==> config.mk <==
export PLATFORM = sky130hd
export DESIGN_NAME = sync_fifo_fwft_flat
export DESIGN_NICKNAME = d
export VERILOG_FILES = /design/src/rtl/sync_fifo_fwft_if.sv /design/src/rtl/sync_fifo_fwft.sv /design/src/flat_wrapper.sv
export SDC_FILE = /design/constraint.sdc
export NUM_CORES = 1
export LEC_CHECK = 0
export ABC_AREA = 0
export BUFFER_PORTS_ARGS = -buffer_cell sky130_fd_sc_hd__buf_2
export CAP_MARGIN = 20
export CELL_PAD_IN_SITES_DETAIL_PLACEMENT = 1
export CELL_PAD_IN_SITES_GLOBAL_PLACEMENT = 2
export CORE_MARGIN = 3
export CORE_UTILIZATION = 47
export DETAILED_ROUTE_END_ITERATION = 10
export MAX_ROUTING_LAYER = met4
export PLACE_DENSITY = 0.86
export SLEW_MARGIN = 10
export SYNTH_ARGS = -nofsm -noshare
export SYNTH_HDL_FRONTEND = slang
export SYNTH_SLANG_ARGS = --single-unit
==> constraint.sdc <==
create_clock -name clk -period 2.4 [get_ports clk]
set_input_delay 0 -clock clk [delete_from_list [all_inputs] [get_ports clk]]
set_output_delay 0 -clock clk [all_outputs]
set_load 0.02 [all_outputs]
==> src/rtl/sync_fifo_fwft_if.sv <==
// Handshake bundle between a producer/consumer pair and sync_fifo_fwft.
// master drives requests; slave is the FIFO side.
interface sync_fifo_fwft_if #(
   parameter int DATA_BITS   = 11,
   parameter int FIFO_LENGTH = 16
);
   localparam int LW = $clog2(FIFO_LENGTH + 1);

   logic                 flush;
   logic                 wr_en;
   logic [DATA_BITS-1:0] wr_data;
   logic                 rd_en;
   logic [DATA_BITS-1:0] rd_data;
   logic                 rd_valid;
   logic                 full;
   logic                 empty;
   logic                 almost_full;
   logic                 almost_empty;
   logic [LW-1:0]        level;
   logic                 overflow;
   logic                 underflow;

   modport master (
      output flush, wr_en, wr_data, rd_en,
      input  rd_data, rd_valid, full, empty,
      input  almost_full, almost_empty, level,
      input  overflow, underflow
   );

   modport slave (
      input  flush, wr_en, wr_data, rd_en,
      output rd_data, rd_valid, full, empty,
      output almost_full, almost_empty, level,
      output overflow, underflow
   );
endinterface

==> src/rtl/sync_fifo_fwft.sv <==
// Single-clock FIFO of arbitrary depth with optional first-word-fall-through,
// threshold flags, occupancy count, sticky error flags and synchronous flush.
module sync_fifo_fwft #(
   parameter int DATA_BITS     = 11,
   parameter int FIFO_LENGTH   = 16,
   parameter int FWFT          = 0,
   parameter int AFULL_THRESH  = FIFO_LENGTH - 2,
   parameter int AEMPTY_THRESH = 2
) (
   input logic             clk,
   input logic             reset,
   sync_fifo_fwft_if.slave bus
);
   localparam int LW = $clog2(FIFO_LENGTH + 1);
   localparam int PW = $clog2(FIFO_LENGTH);
   localparam logic [PW-1:0] P_LAST = PW'(FIFO_LENGTH - 1);
   localparam logic [LW-1:0] L_FULL = LW'(FIFO_LENGTH);
   localparam logic [LW-1:0] L_AF   = LW'(AFULL_THRESH);
   localparam logic [LW-1:0] L_AE   = LW'(AEMPTY_THRESH);

   logic [DATA_BITS-1:0] r_mem [FIFO_LENGTH];
   logic [PW-1:0]        r_wptr;
   logic [PW-1:0]        r_rptr;
   logic [LW-1:0]        r_level;
   logic                 r_full;
   logic                 r_empty;
   logic                 r_afull;
   logic                 r_aempty;
   logic                 r_ovf;
   logic                 r_unf;

   logic                 w_wr_acc;
   logic                 w_rd_acc;
   logic [LW-1:0]        w_level_nxt;

   assign w_wr_acc = bus.wr_en && !r_full && !bus.flush;
   assign w_rd_acc = bus.rd_en && !r_empty && !bus.flush;

   always_comb begin
      w_level_nxt = r_level;
      if (bus.flush)
         w_level_nxt = '0;
      else if (w_wr_acc && !w_rd_acc)
         w_level_nxt = r_level + 1'b1;
      else if (w_rd_acc && !w_wr_acc)
         w_level_nxt = r_level - 1'b1;
   end

   // Storage is deliberately not reset; contents are meaningless after reset.
   always_ff @(posedge clk) begin
      if (w_wr_acc)
         r_mem[r_wptr] <= bus.wr_data;
   end

   always_ff @(posedge clk or negedge reset) begin
      if (!reset) begin
         r_wptr   <= '0;
         r_rptr   <= '0;
         r_level  <= '0;
         r_full   <= 1'b0;
         r_empty  <= 1'b1;
         r_afull  <= (AFULL_THRESH == 0);
         r_aempty <= 1'b1;
         r_ovf    <= 1'b0;
         r_unf    <= 1'b0;
      end else begin
         if (bus.flush) begin
            r_wptr <= '0;
            r_rptr <= '0;
         end else begin
            if (w_wr_acc)
               r_wptr <= (r_wptr == P_LAST) ? '0 : r_wptr + 1'b1;
            if (w_rd_acc)
               r_rptr <= (r_rptr == P_LAST) ? '0 : r_rptr + 1'b1;
         end
         r_level  <= w_level_nxt;
         r_full   <= (w_level_nxt == L_FULL);
         r_empty  <= (w_level_nxt == '0);
         r_afull  <= (w_level_nxt >= L_AF);
         r_aempty <= (w_level_nxt <= L_AE);
         if (bus.flush)
            r_ovf <= 1'b0;
         else if (bus.wr_en && r_full)
            r_ovf <= 1'b1;
         if (bus.flush)
            r_unf <= 1'b0;
         else if (bus.rd_en && r_empty)
            r_unf <= 1'b1;
      end
   end

   generate
      if (FWFT != 0) begin : g_fwft
         // Head entry is shown straight from the array at the read pointer.
         assign bus.rd_valid = !r_empty;
         assign bus.rd_data  = r_empty ? '0 : r_mem[r_rptr];
      end else begin : g_std
         logic [DATA_BITS-1:0] r_rd_data;
         logic                 r_rd_valid;

         always_ff @(posedge clk or negedge reset) begin
            if (!reset) begin
               r_rd_data  <= '0;
               r_rd_valid <= 1'b0;
            end else begin
               r_rd_valid <= w_rd_acc;
               if (w_rd_acc)
                  r_rd_data <= r_mem[r_rptr];
            end
         end

         assign bus.rd_valid = r_rd_valid;
         assign bus.rd_data  = r_rd_data;
      end
   endgenerate

   assign bus.full         = r_full;
   assign bus.empty        = r_empty;
   assign bus.almost_full  = r_afull;
   assign bus.almost_empty = r_aempty;
   assign bus.level        = r_level;
   assign bus.overflow     = r_ovf;
   assign bus.underflow    = r_unf;
endmodule

==> src/flat_wrapper.sv <==
// flat-port wrapper written by rule: the top's interface ports become plain ports
module sync_fifo_fwft_flat 
#(
   parameter int DATA_BITS     = 11,
   parameter int FIFO_LENGTH   = 16,
   parameter int FWFT          = 0,
   parameter int AFULL_THRESH  = FIFO_LENGTH - 2,
   parameter int AEMPTY_THRESH = 2
)
  (clk, reset, bus_flush, bus_wr_en, bus_wr_data, bus_rd_en, bus_rd_data, bus_rd_valid, bus_full, bus_empty, bus_almost_full, bus_almost_empty, bus_level, bus_overflow, bus_underflow);
  sync_fifo_fwft_if #(.DATA_BITS(DATA_BITS), .FIFO_LENGTH(FIFO_LENGTH)) bus_i ();
  input logic clk;
  input logic reset;
  input wire logic [$bits(bus_i.flush)-1:0] bus_flush;
  input wire logic [$bits(bus_i.wr_en)-1:0] bus_wr_en;
  input wire logic [$bits(bus_i.wr_data)-1:0] bus_wr_data;
  input wire logic [$bits(bus_i.rd_en)-1:0] bus_rd_en;
  output wire logic [$bits(bus_i.rd_data)-1:0] bus_rd_data;
  output wire logic [$bits(bus_i.rd_valid)-1:0] bus_rd_valid;
  output wire logic [$bits(bus_i.full)-1:0] bus_full;
  output wire logic [$bits(bus_i.empty)-1:0] bus_empty;
  output wire logic [$bits(bus_i.almost_full)-1:0] bus_almost_full;
  output wire logic [$bits(bus_i.almost_empty)-1:0] bus_almost_empty;
  output wire logic [$bits(bus_i.level)-1:0] bus_level;
  output wire logic [$bits(bus_i.overflow)-1:0] bus_overflow;
  output wire logic [$bits(bus_i.underflow)-1:0] bus_underflow;
  assign bus_i.flush = bus_flush;
  assign bus_i.wr_en = bus_wr_en;
  assign bus_i.wr_data = bus_wr_data;
  assign bus_i.rd_en = bus_rd_en;
  assign bus_rd_data = bus_i.rd_data;
  assign bus_rd_valid = bus_i.rd_valid;
  assign bus_full = bus_i.full;
  assign bus_empty = bus_i.empty;
  assign bus_almost_full = bus_i.almost_full;
  assign bus_almost_empty = bus_i.almost_empty;
  assign bus_level = bus_i.level;
  assign bus_overflow = bus_i.overflow;
  assign bus_underflow = bus_i.underflow;
  sync_fifo_fwft #(.DATA_BITS(DATA_BITS), .FIFO_LENGTH(FIFO_LENGTH), .FWFT(FWFT), .AFULL_THRESH(AFULL_THRESH), .AEMPTY_THRESH(AEMPTY_THRESH)) u_core (.clk(clk), .reset(reset), .bus(bus_i));
endmodule
==> results.ini <==
[run_status]
status=finished clean

[layout]
antennaDiodeCount=0
areaGrowthSynthToFinish_pct=18.1
nets=533
final_layout_size_suffix_gt1_share_pct=28.7

[synthesis]
yosys_most_used_dff=edfxtp_1
synth_cells=428
yosysTopAreaCell=edfxtp_1
synth-seq-cells=207
async_reset_ff_share_pct=15.0
ys_top_cells_by_count=edfxtp_1, mux4_2, dfrtp_1
synth-edff-count=176
synth.lib_cells_used.distinct=40
synthesis.nets=451
syn_area_um2=8220
yosysWarnings=0
syn_area_per_cell_um2=19.2
yosysMostFrequentCell=edfxtp_1
synthTopCellsByArea=edfxtp_1, mux4_2, dfrtp_1
ys_seq_area_share_pct=73.7
synth_top_area_share_pct=64.3

[timing]
skew_ps=9.70
clock.fmax_ghz=0.487
fin_crit_ps=2050
rsz0062_at_grt=no
tns_ps=0
period_share_pct=85.6
worstMarginPinSlew_ps=725
slew_headroom_pct=51.6
report.final.slew_viol_count=0
finalSetupViolCount=0
final_hold_viol_count=0
fin_ws_ps=347

[grt]
grt_pass1_vias=4908
grt_pass1_wl_um=30000
overflow=0
grt_max_degree=42
antenna_found_initial=0
grt_use_total_pct=20.9

[floorplan]
pin_count=39
die_w_um=138
rows=47
core_area_um2=16900
fp.dieH_um=138
dieArea_um2=19100
initial_core_util_pct=48.7

[clock_network]
clockBufferDepth=3
worstSkewPairLatency_ps=490
tritoncts=done
postCtsSetupBuffers=0
cts_root_buffer=clkbuf_16
clkSinkCount=207
cts_buffers=23
htreeDepth=1
path_clk_slew_ps=60

[drt]
vias_per_cell=5.86
wl_per_cell_um=25.4
drt_pass1_iterations=4
num_vias=4371
antenna_left=0
wirelength_um=19000
initialDrtViolationCount=295
drc=0

[setup_path]
slowest_stage=dfstp_2
crit_fanout=8
crit_path_start=u_core.bus.empty
r2r_cells=5
crit_buf_inv=0
crit_chain=nand2b_1 -> and3_1 -> a32oi_1 -> mux2_4 -> a2111oi_4
crit_arrival_ps=2450
cp_top_family=simple AND/OR/NAND/NOR gates
ff2ff_setup_slack_ps=350
worstSetupEndpointType=register
crit_cells=5
path_class=register to register
rr_endpoint=u_core.bus.almost_empty
timing.rr.start=u_core.bus.empty
crit_required_ps=2800
cpPeakStageDelay_ps=560
critPathLaunchType=register
worstSetupEndpoint=u_core.bus.almost_empty

[placed_design]
routabilityCongestion=0.830
io_buffers=38
hpwl_um=11800
dp_slack_ps=319

[min_path]
hp-class=primary input to asynchronous set/reset pin

[flow_run]
cap_violations=0

[power]
ir_worst_vdd_mv=0.696
power_density_nw_per_um2=926
leakage_nw=3.31

placed cells by master, fill, tap and decap left out, types with 12 or more instances in the layout:
cell	instances
clkbuf_16	23
mux2i_1	22
mux4_2	44
edfxtp_1	176
dfrtp_1	27
nand2_1	23
buf_4	21
nor2_1	12
buf_2	38
dlygate4sd3_1	17
and2_1	16
layer usage:
metal | wire length [um] | vias up | GRT usage (%)
met5 | 0 | - | -
met2 | 9770 | 125 | 34.7
met3 | 968 | 43 | 3.35
met1 | 7670 | 2321 | 27.1
met4 | 544 | 0 | 6.03
li1 | - | 1882 | -
through the flow:
stage | cell area, um^2 | total power, W | instances | hold WS, ps | util, %
global route | 9710 | 0.00937 | 746 | 178 | 57.6
global placement | 8820 | 0.00563 | 688 | 89.1 | 52.3
finish | 9710 | 0.00900 | 746 | 114 | 57.6
detailed placement | 8820 | 0.00571 | 688 | 98.1 | 52.3
CTS | 9710 | 0.00908 | 746 | 129 | 57.6
floorplan | 8220 | 0.00517 | 428 | -296 | -
power by group:
part / switching (W) / internal [W] / leakage [nW] / total [W]
combinational: 0.000790 / 0.000600 / 0.967 / 0.00139
clock: 0.00134 / 0.00200 / 0.354 / 0.00334
sequential: 0.000187 / 0.00408 / 1.99 / 0.00427
state kept, by name, summed over array words and instances (netlist names):
register	count
u_core.r_wptr	4
u_core.bus.empty	1
u_core.bus.rd_data	11
u_core.r_rptr	4
u_core.bus.underflow	1
u_core.bus.almost_full	1
u_core.bus.full	1
u_core.bus.rd_valid	1
u_core.bus.level	5
u_core.bus.almost_empty	1
u_core.bus.overflow	1
u_core.r_mem	176
cell families after synthesis:
kind of cell               synth area share (%)
DFF                                        73.7
AOI/OAI and AO/OA                          3.38
adders and majority gates                  1.06
and+or+nand+nor                            4.99
muxes                                      15.0
xor gates and xnor gates                  0.426
buffers and inverters                      1.37
cell type report:
class / count / area, um^2
fill: 1458 / 7160
sequential: 207 / 6070
multi-input combinational: 193 / 2050
clock buffer: 33 / 653
timing repair buffer: 79 / 578
tap: 220 / 275
clock inverter: 8 / 71.3
inverter: 6 / 22.5
what timing repair did:
action / CTS / global route
resized for setup: 0 / 0
hold buffers: 17 / 0
endpoints found under the hold margin: 219 / 0
worst min path at each step:
stage | from | to | slack (ps) | cells past startpoint
global route | reset | u_core.bus.overflow | 180 | 2
floorplan | reset | u_core.bus.almost_full | -300 | 0
CTS | reset | u_core.bus.overflow | 130 | 2
detailed placement | reset | u_core.bus.overflow | 100 | 1
global placement | reset | u_core.bus.overflow | 90 | 1
finish | reset | u_core.bus.overflow | 110 | 2
No activity file was read; power rests on OpenSTA's default activity.
